==> src/rtl/attosoc_bus_pkg.sv <==
`default_nettype none
// ============================================================================
// Module      : attosoc_bus_pkg
// Description : Shared definitions for the AttoSoC RAM arbiter: FSM state
//               encoding, master identifiers, the default RAM page and a
//               saturating-increment helper for the optional statistics
//               counters.
// Contents    : arb_state_t   - ST_IDLE / ST_ACCESS / ST_RESP
//               M_CPU, M_AUX  - master ids (m0 = CPU, m1 = auxiliary master)
//               RAM_PAGE_DEFAULT, STAT_W, sat_inc()
// Revision    : 1.0 - initial release
// ============================================================================
package attosoc_bus_pkg;

  typedef enum logic [1:0] {
    ST_IDLE   = 2'd0,
    ST_ACCESS = 2'd1,
    ST_RESP   = 2'd2
  } arb_state_t;

  localparam logic M_CPU = 1'b0;
  localparam logic M_AUX = 1'b1;

  localparam logic [7:0] RAM_PAGE_DEFAULT = 8'h00;

  localparam int STAT_W = 16;

  // Counter increment that sticks at all-ones instead of wrapping.
  function automatic logic [STAT_W-1:0] sat_inc(input logic [STAT_W-1:0] value);
    return (&value) ? value : value + 1'b1;
  endfunction

endpackage : attosoc_bus_pkg
`default_nettype wire

==> src/rtl/attosoc_rr_pick.sv <==
`default_nettype none
// ============================================================================
// Module      : attosoc_rr_pick
// Description : Two-input round-robin selector. With a single request the
//               requester wins; with both requesting, the master that was
//               not granted last wins. Purely combinational.
// Ports       : req[1:0] - request vector, bit n = master n
//               last     - id of the most recently granted master
//               gnt_id   - id of the selected master (valid while any=1)
//               any      - at least one request present
// Revision    : 1.0 - initial release
// ============================================================================
module attosoc_rr_pick
  import attosoc_bus_pkg::*;
(
  input  logic [1:0] req,
  input  logic       last,
  output logic       gnt_id,
  output logic       any
);

  always_comb begin
    any    = |req;
    gnt_id = M_CPU;
    case (req)
      2'b01:   gnt_id = M_CPU;
      2'b10:   gnt_id = M_AUX;
      // Contention: ids are one bit wide, so the "other" master is ~last.
      2'b11:   gnt_id = ~last;
      default: gnt_id = M_CPU;
    endcase
  end

endmodule : attosoc_rr_pick
`default_nettype wire

==> src/rtl/attosoc_ram_arbiter.sv <==
`default_nettype none
// ============================================================================
// Module      : attosoc_ram_arbiter
// Description : Round-robin arbiter sharing the single-port SoC block RAM
//               between the PicoRV32 native bus (m0) and an auxiliary bus
//               master (m1). Each transfer walks IDLE -> ACCESS -> RESP, so
//               a request seen in cycle N is acknowledged in cycle N+2.
//               Accesses whose addr[31:24] differs from RAM_PAGE never reach
//               the RAM, return zero data and set the sticky err flag.
// Ports       : clk, resetn                 - clock, async active-low reset
//               m0_* / m1_*                 - native valid/ready master buses
//               ram_en/we/addr/wdata/rdata  - synchronous RAM port (1-cycle
//                                             read latency)
//               err                         - sticky out-of-range flag
//               stat_m0_grants, stat_m1_grants, stat_conflicts
//                                           - saturating grant statistics,
//                                             present only when the macro
//                                             ATTOSOC_ARB_STATS_EN is defined
// Revision    : 1.0 - initial release
// ============================================================================
module attosoc_ram_arbiter
  import attosoc_bus_pkg::*;
#(
  parameter int unsigned MEM_WORDS = 16384,
  parameter int unsigned ADDR_BITS = 14,
  parameter logic [7:0]  RAM_PAGE  = RAM_PAGE_DEFAULT
) (
  input  logic                 clk,
  input  logic                 resetn,

  input  logic                 m0_valid,
  output logic                 m0_ready,
  input  logic [31:0]          m0_addr,
  input  logic [31:0]          m0_wdata,
  input  logic [3:0]           m0_wstrb,
  output logic [31:0]          m0_rdata,

  input  logic                 m1_valid,
  output logic                 m1_ready,
  input  logic [31:0]          m1_addr,
  input  logic [31:0]          m1_wdata,
  input  logic [3:0]           m1_wstrb,
  output logic [31:0]          m1_rdata,

  output logic                 ram_en,
  output logic [3:0]           ram_we,
  output logic [ADDR_BITS-1:0] ram_addr,
  output logic [31:0]          ram_wdata,
  input  logic [31:0]          ram_rdata,

`ifdef ATTOSOC_ARB_STATS_EN
  output logic [15:0]          stat_m0_grants,
  output logic [15:0]          stat_m1_grants,
  output logic [15:0]          stat_conflicts,
`endif
  output logic                 err
);

  // --------------------------------------------------------------------------
  // Elaboration-time sanity check on the address width
  // --------------------------------------------------------------------------
  if (ADDR_BITS != $clog2(MEM_WORDS)) begin : g_bad_addr_bits
    $error("attosoc_ram_arbiter: ADDR_BITS must equal clog2(MEM_WORDS)");
  end

  // --------------------------------------------------------------------------
  // Registered state
  // --------------------------------------------------------------------------
  arb_state_t            r_state;
  arb_state_t            w_state_nxt;

  // The id of the master owning the current transfer doubles as the
  // round-robin "last granted" pointer: both are updated on every grant.
  logic                  r_gnt_id;
  logic                  r_in_range;
  logic [ADDR_BITS-1:0]  r_waddr;
  logic [31:0]           r_wdata;
  logic [3:0]            r_wstrb;
  logic                  r_err;

  // --------------------------------------------------------------------------
  // Grant selection and request-side muxing
  // --------------------------------------------------------------------------
  logic [1:0]            w_req;
  logic                  w_gnt_id;
  logic                  w_any;
  logic                  w_grant;
  logic [7:0]            w_sel_page;
  logic [ADDR_BITS-1:0]  w_sel_waddr;
  logic [31:0]           w_sel_wdata;
  logic [3:0]            w_sel_wstrb;
  logic [31:0]           w_rdata;

  assign w_req = {m1_valid, m0_valid};

  attosoc_rr_pick u_rr_pick (
    .req    (w_req),
    .last   (r_gnt_id),
    .gnt_id (w_gnt_id),
    .any    (w_any)
  );

  // A grant is taken only from IDLE; this is the single point where
  // master-side inputs are allowed to influence state.
  assign w_grant     = (r_state == ST_IDLE) && w_any;

  assign w_sel_page  = (w_gnt_id == M_AUX) ? m1_addr[31:24]          : m0_addr[31:24];
  assign w_sel_waddr = (w_gnt_id == M_AUX) ? m1_addr[ADDR_BITS+1:2]  : m0_addr[ADDR_BITS+1:2];
  assign w_sel_wdata = (w_gnt_id == M_AUX) ? m1_wdata                : m0_wdata;
  assign w_sel_wstrb = (w_gnt_id == M_AUX) ? m1_wstrb                : m0_wstrb;

  // Address bits that play no part in RAM decode (byte offset, and the gap
  // between the word address and the page byte).
  logic w_unused_lsb;
  assign w_unused_lsb = ^{m0_addr[1:0], m1_addr[1:0]};

  if (ADDR_BITS < 22) begin : g_addr_gap
    logic w_unused_gap;
    assign w_unused_gap = ^{m0_addr[23:ADDR_BITS+2], m1_addr[23:ADDR_BITS+2]};
  end

  // --------------------------------------------------------------------------
  // FSM state register
  // --------------------------------------------------------------------------
  always_ff @(posedge clk or negedge resetn) begin
    if (!resetn) begin
      r_state <= ST_IDLE;
    end else begin
      r_state <= w_state_nxt;
    end
  end

  // --------------------------------------------------------------------------
  // FSM next state and output decode (registered state only, plus the RAM
  // read data that arrives during RESP)
  // --------------------------------------------------------------------------
  always_comb begin
    w_state_nxt = r_state;
    m0_ready    = 1'b0;
    m1_ready    = 1'b0;
    m0_rdata    = '0;
    m1_rdata    = '0;
    ram_en      = 1'b0;
    ram_we      = '0;
    ram_addr    = '0;
    ram_wdata   = '0;
    w_rdata     = '0;

    case (r_state)
      ST_IDLE: begin
        if (w_any) begin
          w_state_nxt = ST_ACCESS;
        end
      end

      ST_ACCESS: begin
        // Out-of-range accesses keep the RAM port quiet; err is raised by
        // the register block below.
        if (r_in_range) begin
          ram_en    = 1'b1;
          ram_we    = r_wstrb;
          ram_addr  = r_waddr;
          ram_wdata = r_wdata;
        end
        w_state_nxt = ST_RESP;
      end

      ST_RESP: begin
        // RAM read data is valid now, one cycle after ram_en.
        if (r_in_range && (r_wstrb == 4'b0000)) begin
          w_rdata = ram_rdata;
        end
        if (r_gnt_id == M_AUX) begin
          m1_ready = 1'b1;
          m1_rdata = w_rdata;
        end else begin
          m0_ready = 1'b1;
          m0_rdata = w_rdata;
        end
        w_state_nxt = ST_IDLE;
      end

      default: begin
        w_state_nxt = ST_IDLE;
      end
    endcase
  end

  // --------------------------------------------------------------------------
  // Transfer registers, round-robin pointer and sticky error
  // --------------------------------------------------------------------------
  always_ff @(posedge clk or negedge resetn) begin
    if (!resetn) begin
      r_gnt_id   <= M_AUX;          // so that m0 wins the first tie
      r_in_range <= 1'b0;
      r_waddr    <= '0;
      r_wdata    <= '0;
      r_wstrb    <= '0;
      r_err      <= 1'b0;
    end else begin
      if (w_grant) begin
        r_gnt_id   <= w_gnt_id;
        r_in_range <= (w_sel_page == RAM_PAGE);
        r_waddr    <= w_sel_waddr;
        r_wdata    <= w_sel_wdata;
        r_wstrb    <= w_sel_wstrb;
      end
      if ((r_state == ST_ACCESS) && !r_in_range) begin
        r_err <= 1'b1;
      end
    end
  end

  assign err = r_err;

`ifdef ATTOSOC_ARB_STATS_EN
  // --------------------------------------------------------------------------
  // Grant statistics, counted on every IDLE -> ACCESS transition
  // --------------------------------------------------------------------------
  logic [STAT_W-1:0] r_stat_m0;
  logic [STAT_W-1:0] r_stat_m1;
  logic [STAT_W-1:0] r_stat_conf;

  always_ff @(posedge clk or negedge resetn) begin
    if (!resetn) begin
      r_stat_m0   <= '0;
      r_stat_m1   <= '0;
      r_stat_conf <= '0;
    end else if (w_grant) begin
      if (w_gnt_id == M_AUX) begin
        r_stat_m1 <= sat_inc(r_stat_m1);
      end else begin
        r_stat_m0 <= sat_inc(r_stat_m0);
      end
      if (&w_req) begin
        r_stat_conf <= sat_inc(r_stat_conf);
      end
    end
  end

  assign stat_m0_grants = r_stat_m0;
  assign stat_m1_grants = r_stat_m1;
  assign stat_conflicts = r_stat_conf;
`endif

endmodule : attosoc_ram_arbiter
`default_nettype wire

==> config.mk <==
export PLATFORM = sky130hd
export DESIGN_NAME = attosoc_ram_arbiter
export DESIGN_NICKNAME = d
export VERILOG_FILES = /design/src/rtl/attosoc_bus_pkg.sv /design/src/rtl/attosoc_rr_pick.sv /design/src/rtl/attosoc_ram_arbiter.sv
export SDC_FILE = /design/constraint.sdc
export NUM_CORES = 1
export LEC_CHECK = 0
export ABC_AREA = 1
export CORE_UTILIZATION = 23
export CTS_BUF_LIST = sky130_fd_sc_hd__clkbuf_8
export DETAILED_ROUTE_END_ITERATION = 6
export PLACE_DENSITY_LB_ADDON = 0.08
export SLEW_MARGIN = 0
export SYNTH_ARGS = -nofsm -noshare
export SYNTH_HDL_FRONTEND = slang
export SYNTH_SLANG_ARGS = --single-unit
==> constraint.sdc <==
create_clock -name clk -period 1.5 [get_ports clk]
set_input_delay 0.225 -clock clk [delete_from_list [all_inputs] [get_ports clk]]
set_output_delay 0.225 -clock clk [all_outputs]
set_load 0.1 [all_outputs]
==> metrics.csv, run 1 <==
metric,value,unit
finalMaxSlewViolations,0,
fin_worst_skew,13.8,ps
die_w,135,um
ant_nets,0,
finalCritPeriodShare,132,%
ios,290,
fin_crit,1980,ps
floorplan.initialDensity,23.5,%
drt-total-wl,16.6,mm
firstDrtPassIters,4,
yosys_register_bits,55,
cts_made_buffers,5,
tightest_slew,449,ps
hold_class,in -> async,
cp_data_required_time,1270,ps
clk_latency,320,ps
yosysSeqAreaShare,33.9,%
setup.worst_path.start_class,flop,
place.gp.congestion,0.821,
drt_iter0_markers,137,
area_growth,143,%
synth_commonest_cells,"nand2_1, nor2_1, dfrtp_1",
finalHoldViolations,0,
fin_nets,1103,
arrival,1760,ps
syn_inst,639,
dpl_cell_area,9370,um^2
fin_ws,-480,ps
p_leak,4.52,nW
synth_most_common_cell,nand2_1,
grt_max_degree,56,
p_per_area,946,nW/um^2
fp.dieH,135,um
yosys.area.top_type,dfrtp_1,
syn_nets,811,
vias,4904,
avgSynthCellArea,6.36,um^2
htreeDepth,2,
path_class,reg -> out,
synth_top_area_share,33.3,%
ys.flop_type,dfrtp_1,
layout-drive-gt1-share,34.2,%
whs,418,ps
end_kind,output pin,
status,"finished, violations left",
core,17300,um^2
synth.area.top_cells,"dfrtp_1, nand2_1, nor3_2",
crit_fanout,38,
clk_pin_slew,110,ps
grt.overflow.total,0,
grt_pass1_vias,4793,
io_buffers,269,
vias_per_cell,4.24,
setup_viol_count_final,117,
dp_hpwl,13.0,mm
synth_cell_types,19,
max_freq,505,MHz
grt_pass1_wl,26.1,mm
drc,0,
syn_area,4060,um^2
ys_async_sr_fraction,100,%
antenna_found_initial,0,
clk_path_buf_depth,2,
rows,48,
finalSetupTns,-48060,ps
grt_use_total,18.5,%
dieArea,18200,um^2
avgRoutedWirePerCell,14.4,um
yosysWarningCount,0,
rsz0062_at_grt,yes,
violations,negative setup slack,
root_buffer,clkbuf_8,
drv_cap,0,
ir_drop,0.540,mV
synth-edff-count,0,
n_antenna_cell,0,
cts_tree,yes,
final_area,9850,um^2
relSlewSlack,70.1,%
cts_sinks,55,
-- cell families after synthesis --
kind of cell	after synthesis	synth area share, %
AOI/OAI and AO/OA	2	0.308
DFF	55	33.9
and+or+nand+nor	494	53.8
buffers and inverters	88	12.0
-- layer usage --
metal | GRT usage, % | part of all wire (%)
met1 | 22.0 | 40
met2 | 33.9 | 52
met3 | 3.64 | 6.1
met4 | 4.12 | 1.2
met5 | 0 | 0
-- layout make-up --
| class | instances | area [um^2] |
|---|---|---|
| Fill cell | 1499 | 7440 |
| Clock inverter | 3 | 18.8 |
| Tap cell | 225 | 282 |
| Inverter | 45 | 186 |
| Timing Repair inverter | 1 | 3.75 |
| Multi-Input combinational cell | 496 | 3120 |
| Clock buffer | 5 | 68.8 |
| Timing Repair Buffer | 327 | 4800 |
| Sequential cell | 55 | 1380 |
-- what timing repair did --
action | in CTS | in global routing
resized for setup | 18 | 7
pin swaps | 8 | 5
setup buffers | 5 | 4
gates cloned | 8 | 1
hold buffers | 1 | 0
hold endpoints to repair | 54 | 0
setup endpoints to repair | 117 | 117
-- flip-flops by register name, summed over array words and instances (netlist names) --
name,cells
err,1
r_wdata,32
r_state,2
r_in_range,1
r_wstrb,4
r_gnt_id,1
r_waddr,14
-- worst max-delay path: stages, from the launching register on --
cell     delay, ps
dfrtp_1        410
nor2_2         150
nand4_4        120
buf_12         240
nor3_4         260
buf_12         200
-- where the power goes --
group	leakage (nW)	internal, W	switching, W	total (W)
clock	0.0483	0.000331	0.000529	0.000860
sequential	0.679	0.00218	0.000376	0.00255
combinational	3.79	0.00265	0.00325	0.00591
-- metrics by stage --
stage,total power (W),util [%],std cells,setup slack [ps]
floorplan,0.00581,-,639,-586
global placement,0.00728,54.2,1131,-130
detailed placement,0.00737,54.2,1131,-145
CTS,0.00930,56.5,1153,-483
global route,0.0100,57.0,1157,-549
finish,0.00932,57.0,1157,-480
-- worst paths after layout --
| check | from | end | slack (ps) | cells after the start |
|---|---|---|---|---|
| hold / removal | resetn | r_wdata[27]$_DFFE_PN0P_ | 420 | 3 |
| min in group clk | r_waddr[3]$_DFFE_PN0P_ | r_waddr[3]$_DFFE_PN0P_ | 490 | 2 |
| max in group asynchronous | resetn | r_gnt_id$_DFFE_PN1P_ | 770 | 3 |
| setup / recovery | r_wstrb[0]$_DFFE_PN0P_ | m0_rdata[10] | -480 | 5 |
| hold reg to reg | r_waddr[3]$_DFFE_PN0P_ | r_waddr[3]$_DFFE_PN0P_ | 490 | 2 |
| setup reg to reg | r_gnt_id$_DFFE_PN1P_ | r_wdata[3]$_DFFE_PN0P_ | 120 | 8 |
-- placed cells by master (no fill, tap or decap), types with 2 or more instances in the layout --
cell type,instances
buf_6,7
nor3_4,64
clkinvlp_4,2
nand2_1,357
buf_12,138
clkinv_2,2
nor2_1,13
nand2_4,2
buf_4,19
buf_16,7
clkdlybuf4s50_1,150
bufbuf_16,2
dfrtp_1,53
nand2_2,2
inv_6,2
inv_2,5
inv_4,2
clkbuf_8,5
nor2_4,52
inv_1,36
Note: power is estimated with default switching activity, not from simulation.
==> run 2: changes to the inputs <==
--- a/config.mk
+++ b/config.mk
@@ -9,7 +9,7 @@
 export CORE_UTILIZATION = 23
 export CTS_BUF_LIST = sky130_fd_sc_hd__clkbuf_8
 export DETAILED_ROUTE_END_ITERATION = 6
-export PLACE_DENSITY_LB_ADDON = 0.08
+export PLACE_DENSITY = 0.59
 export SLEW_MARGIN = 0
 export SYNTH_ARGS = -nofsm -noshare
 export SYNTH_HDL_FRONTEND = slang
==> metrics.csv, run 2 (synthesized netlist as in run 1, its figures left out) <==
metric,value,unit
status,"finished, violations left",
violations,negative setup slack,
rows,48,
arrival,1770,ps
layout_commonest_cell,nand2_1,
grt_use_total,19.1,%
fin_ws,-498,ps
grt.overflow.total,0,
rsz0062_at_grt,yes,
clk_path_buf_depth,2,
r2r_cells,13,
cp_slowest_cell,dfrtp_1,
fp.dieH,135,um
final_cell_mix,"nand2_1, clkdlybuf4s50_1, buf_12, nor3_4",
antenna_found_initial,0,
drt-total-wl,18.3,mm
die_w,135,um
area_growth,165,%
n_antenna_cell,0,
p_leak,4.91,nW
path_class,reg -> out,
p_per_area,932,nW/um^2
floorplan.initialDensity,23.5,%
fin_util,62.2,%
finalHoldViolations,0,
crit_fanout,11,
cts_tree,yes,
grt_max_degree,56,
fin_crit,2000,ps
setup.worst_path.start_class,flop,
firstDrtPassIters,4,
finalMaxSlewViolations,0,
cts_made_buffers,5,
root_buffer,clkbuf_8,
cp_top_family,buffers and inverters,
crit_buf_inv,3,
relSlewSlack,78.4,%
drc,0,
htreeDepth,2,
drv_cap,0,
core,17300,um^2
grt_pass1_wl,26.8,mm
finalCritPeriodShare,133,%
dp_hpwl,12.1,mm
ant_nets,0,
finalSetupTns,-64960,ps
layout-drive-gt1-share,44.5,%
io_buffers,269,
largest_reg_flops,32,
clk_pin_slew,120,ps
place.gp.congestion,0.806,
biggestRegsByFlops,"r_wdata (32), r_waddr (14), r_wstrb (4)",
vias,5158,
regToRegEndpoint,r_wdata[6]$_DFFE_PN0P_,
dieArea,18200,um^2
avgRoutedWirePerCell,15.6,um
place_ws,-130,ps
path_cells,"nor2_4, buf_6, nand2_8, buf_12, nor3_4, buf_12",
tightest_slew,324,ps
setup_viol_count_final,169,
report.power.total,0.0100,W
drt_iter0_markers,133,
cts_sinks,55,
fin_nets,1122,
cpPeakStageDelay,440,ps
clk_latency,330,ps
cp_data_required_time,1270,ps
path_common_cell,buf_12,
top_register,r_wdata,
whs,429,ps
fin_worst_skew,16.1,ps
max_freq,501,MHz
rr_startpoint,r_gnt_id$_DFFE_PN1P_,
vias_per_cell,4.39,
end_kind,output pin,
hold_class,in -> async,
ios,290,
r2r_setup_slack,-370,ps
grt_pass1_vias,5026,
ir_drop,0.660,mV
run 2: cell count changes in the layout (fill, tap and decap cells not counted), moves of 6 or more:
cell / previous run / this run
nand2_1: 357 / 275
nand2_2: 2 / 53
nand2_4: 2 / 30
buf_16: 7 / 15
clkbuf_16: 1 / 8
buf_12: 138 / 144
run 2: cell type report:
cell class                      count  area [um^2]
Sequential cell                    55         1380
Inverter                           45          204
Fill cell                        1414         6530
Timing Repair Buffer              347         5300
Clock buffer                        5         68.8
Tap cell                          225          282
Multi-Input combinational cell    496         3520
Clock inverter                      3         18.8
run 2: worst reg2reg max path: cells and delay by family (launching register included):
| family | cells | cell delay (ps) |
|---|---|---|
| buffers and inverters | 7 | 820 |
| DFF | 1 | 610 |
| and+or+nand+nor | 6 | 350 |
run 2: worst max-delay path by stage:
stage	startpoint	end	slack (ps)	cells past startpoint
2_1_floorplan	r_wstrb[0]$_DFFE_PN0P_	m1_rdata[11]	-590	4
3_3_place_gp	r_wstrb[0]$_DFFE_PN0P_	m0_rdata[23]	-130	5
3_5_place_dp	r_wstrb[0]$_DFFE_PN0P_	m1_rdata[10]	-130	5
4_1_cts	r_wstrb[0]$_DFFE_PN0P_	m0_rdata[12]	-500	6
5_1_grt	r_state[1]$_DFFE_PN0P_	m1_rdata[26]	-580	7
6_report	r_state[0]$_DFFE_PN0P_	m1_rdata[23]	-500	6
run 2: power breakdown:
group | internal (W) | leakage, nW | switching [W]
Combinational | 0.00293 | 4.18 | 0.00365
Clock | 0.000331 | 0.0483 | 0.000547
Sequential | 0.00218 | 0.679 | 0.000389
Total | 0.00544 | 4.91 | 0.00459
run 2: repair_timing:
item | 4_1_cts | 5_1_grt
endpoints found under the hold margin | 54 | 0
setup endpoints to repair | 118 | 169
gates resized for setup | 43 | 142
hold buffers | 1 | 0
pin swaps | 11 | 60
cloned | 12 | 10
setup buffers | 13 | 10
run 2: per-layer routing:
| metal | wire (um) | track usage [%] |
|---|---|---|
| met5 | 0 | 0 |
| met4 | 251 | 4.49 |
| met3 | 1350 | 4.58 |
| met2 | 9880 | 35.2 |
| met1 | 6860 | 22.2 |
run 2: metrics by stage:
stage,cell area [um^2],std cells
after CTS,10000,1160
final,10800,1176
after global placement,9280,1127
after floorplan,5030,639
after global routing,10800,1176
after detailed placement,9280,1127
==> run 3: changes to the inputs <==
--- a/config.mk
+++ b/config.mk
@@ -9,7 +9,8 @@
 export CORE_UTILIZATION = 23
 export CTS_BUF_LIST = sky130_fd_sc_hd__clkbuf_8
 export DETAILED_ROUTE_END_ITERATION = 6
-export PLACE_DENSITY = 0.59
+export DONT_BUFFER_PORTS = 1
+export PLACE_DENSITY = 0.38
 export SLEW_MARGIN = 0
 export SYNTH_ARGS = -nofsm -noshare
 export SYNTH_HDL_FRONTEND = slang
==> metrics.csv, run 3 (synthesized netlist as in run 1, its figures left out) <==
metric,value,unit
status,"finished, violations left",
violations,negative setup slack,
place.gp.congestion,0.757,
cpPeakStageDelay,410,ps
rr_startpoint,r_gnt_id$_DFFE_PN1P_,
setup_viol_count_final,117,
grt_use_total,16.3,%
n_antenna_cell,0,
finalHoldViolations,0,
ir_drop,0.494,mV
path_class,reg -> out,
p_leak,3.95,nW
biggestRegsByFlops,"r_wdata (32), r_waddr (14), r_wstrb (4)",
end_kind,output pin,
antenna_found_initial,0,
seq_area,1380,um^2
rows,48,
fin_ws,-502,ps
clk_path_buf_depth,2,
hold_depth,4,
instances_no_fill,1009,
final_cell_mix,"nand2_1, buf_12, nor3_4, dfrtp_1, nor2_4",
hold_start,m1_addr[13],
drc,0,
layout-drive-gt1-share,41.1,%
top_register,r_wdata,
clk_pin_slew,110,ps
finalSetupTns,-50830,ps
root_buffer,clkbuf_8,
fin_nets,955,
core,17300,um^2
setup.worst_path.start_class,flop,
fin_worst_skew,12.3,ps
path_common_cell,buf_12,
hold_class,in -> reg,
vias_per_cell,4.39,
fp.dieH,135,um
ant_nets,0,
p_per_area,1050,nW/um^2
relSlewSlack,80.8,%
grt.overflow.total,0,
dpl_cell_area,7720,um^2
die_w,135,um
floorplan.initialDensity,23.5,%
r2r_cells,8,
placed_cells,973,
grt_max_degree,56,
crit_fanout,14,
tightest_slew,288,ps
clk_latency,320,ps
area_growth,108,%
fillerInstances,1620,
largest_reg_flops,32,
max_freq,500,MHz
cts_tree,yes,
htreeDepth,2,
cts_sinks,55,
multi_input_area,3130,um^2
place_ws,-133,ps
layout_commonest_cell,nand2_1,
critPathLaunch,r_wstrb[0]$_DFFE_PN0P_,
grt_pass1_wl,23.0,mm
drt_iter0_markers,151,
arrival,1780,ps
finalCritPeriodShare,133,%
drv_cap,0,
rsz0062_at_grt,yes,
grt_pass1_vias,4240,
finalMaxSlewViolations,0,
firstDrtPassIters,4,
io_buffers,0,
avgRoutedWirePerCell,15.1,um
regToRegEndpoint,r_wstrb[3]$_DFFE_PN0P_,
cts_made_buffers,5,
drt-total-wl,15.2,mm
r2r_setup_slack,100,ps
fin_crit,2000,ps
final_area,8460,um^2
dp_hpwl,11.2,mm
dieArea,18200,um^2
path_cells,"nor2_2, nand4_4, buf_12, clkbuf_16, nor3_4, buf_12",
hold_path_end,r_waddr[11]$_DFFE_PN0P_,
vias,4431,
ios,290,
cp_data_required_time,1270,ps
cp_slowest_cell,dfrtp_1,
run 3: changes by cell type in the layout (fill, tap and decap cells not counted), sizes merged:
| cell | before | now |
|---|---|---|
| clkinvlp | 2 | 3 |
| bufbuf | 1 | 0 |
| clkbuf | 13 | 11 |
| clkdlybuf4s50 | 150 | 0 |
| clkinv | 3 | 1 |
| buf | 187 | 173 |
| inv | 43 | 44 |
run 3: cell type report:
| cell class | instances | area share, % |
|---|---|---|
| clock buffers | 5 | 0.813 |
| clock inverters | 3 | 0.281 |
| inverters | 45 | 2.23 |
| multi-input cells | 496 | 37.0 |
| flip-flops and latches | 55 | 16.3 |
| well taps | 225 | 3.33 |
| repair buffers | 180 | 40.0 |
run 3: how the worst max path moves through the flow:
stage	endpoint
6_report	m0_rdata[1]
4_1_cts	m0_rdata[22]
3_5_place_dp	m0_rdata[22]
3_3_place_gp	m0_rdata[12]
5_1_grt	m1_rdata[14]
2_1_floorplan	m1_rdata[11]
run 3: power by group:
part	total (W)	switching (W)	internal (W)	leakage, nW
Clock	0.000880	0.000541	0.000339	0.0461
Sequential	0.00257	0.000391	0.00218	0.679
Combinational	0.00540	0.00318	0.00222	3.23
run 3: timing repair:
item                                   CTS  global route
endpoints found under the hold margin   55            55
gates cloned                             5             7
pin swaps                               14            20
setup endpoints to repair              119           140
setup buffers                            7             8
gates resized for setup                 21            18
run 3: worst max-delay path, delay by kind of cell (launching register included):
kind,cells,cell delay (ps)
buffers and inverters,3,580
and+or+nand+nor,3,440
DFF,1,410
run 3: layer usage:
| layer | global-route usage [%] | share of wire, % | vias up | wire (um) |
|---|---|---|---|---|
| li1 | - | - | 2209 | - |
| met1 | 19.8 | 40 | 2026 | 6040 |
| met2 | 29.2 | 52 | 177 | 7890 |
| met3 | 3.08 | 6.2 | 19 | 949 |
| met4 | 4.68 | 2.4 | 0 | 359 |
| met5 | 0 | 0 | - | 0 |
run 3: per-stage QoR:
stage / hold WS (ps) / total power (W) / utilization (%)
final: 87.2 / 0.00886 / 48.9
after CTS: -440 / 0.00865 / 46.9
after global placement: -68.5 / 0.00680 / 44.6
after detailed placement: -68.4 / 0.00689 / 44.6
after floorplan: -70.6 / 0.00581 / -
after global routing: 85.6 / 0.00954 / 48.9
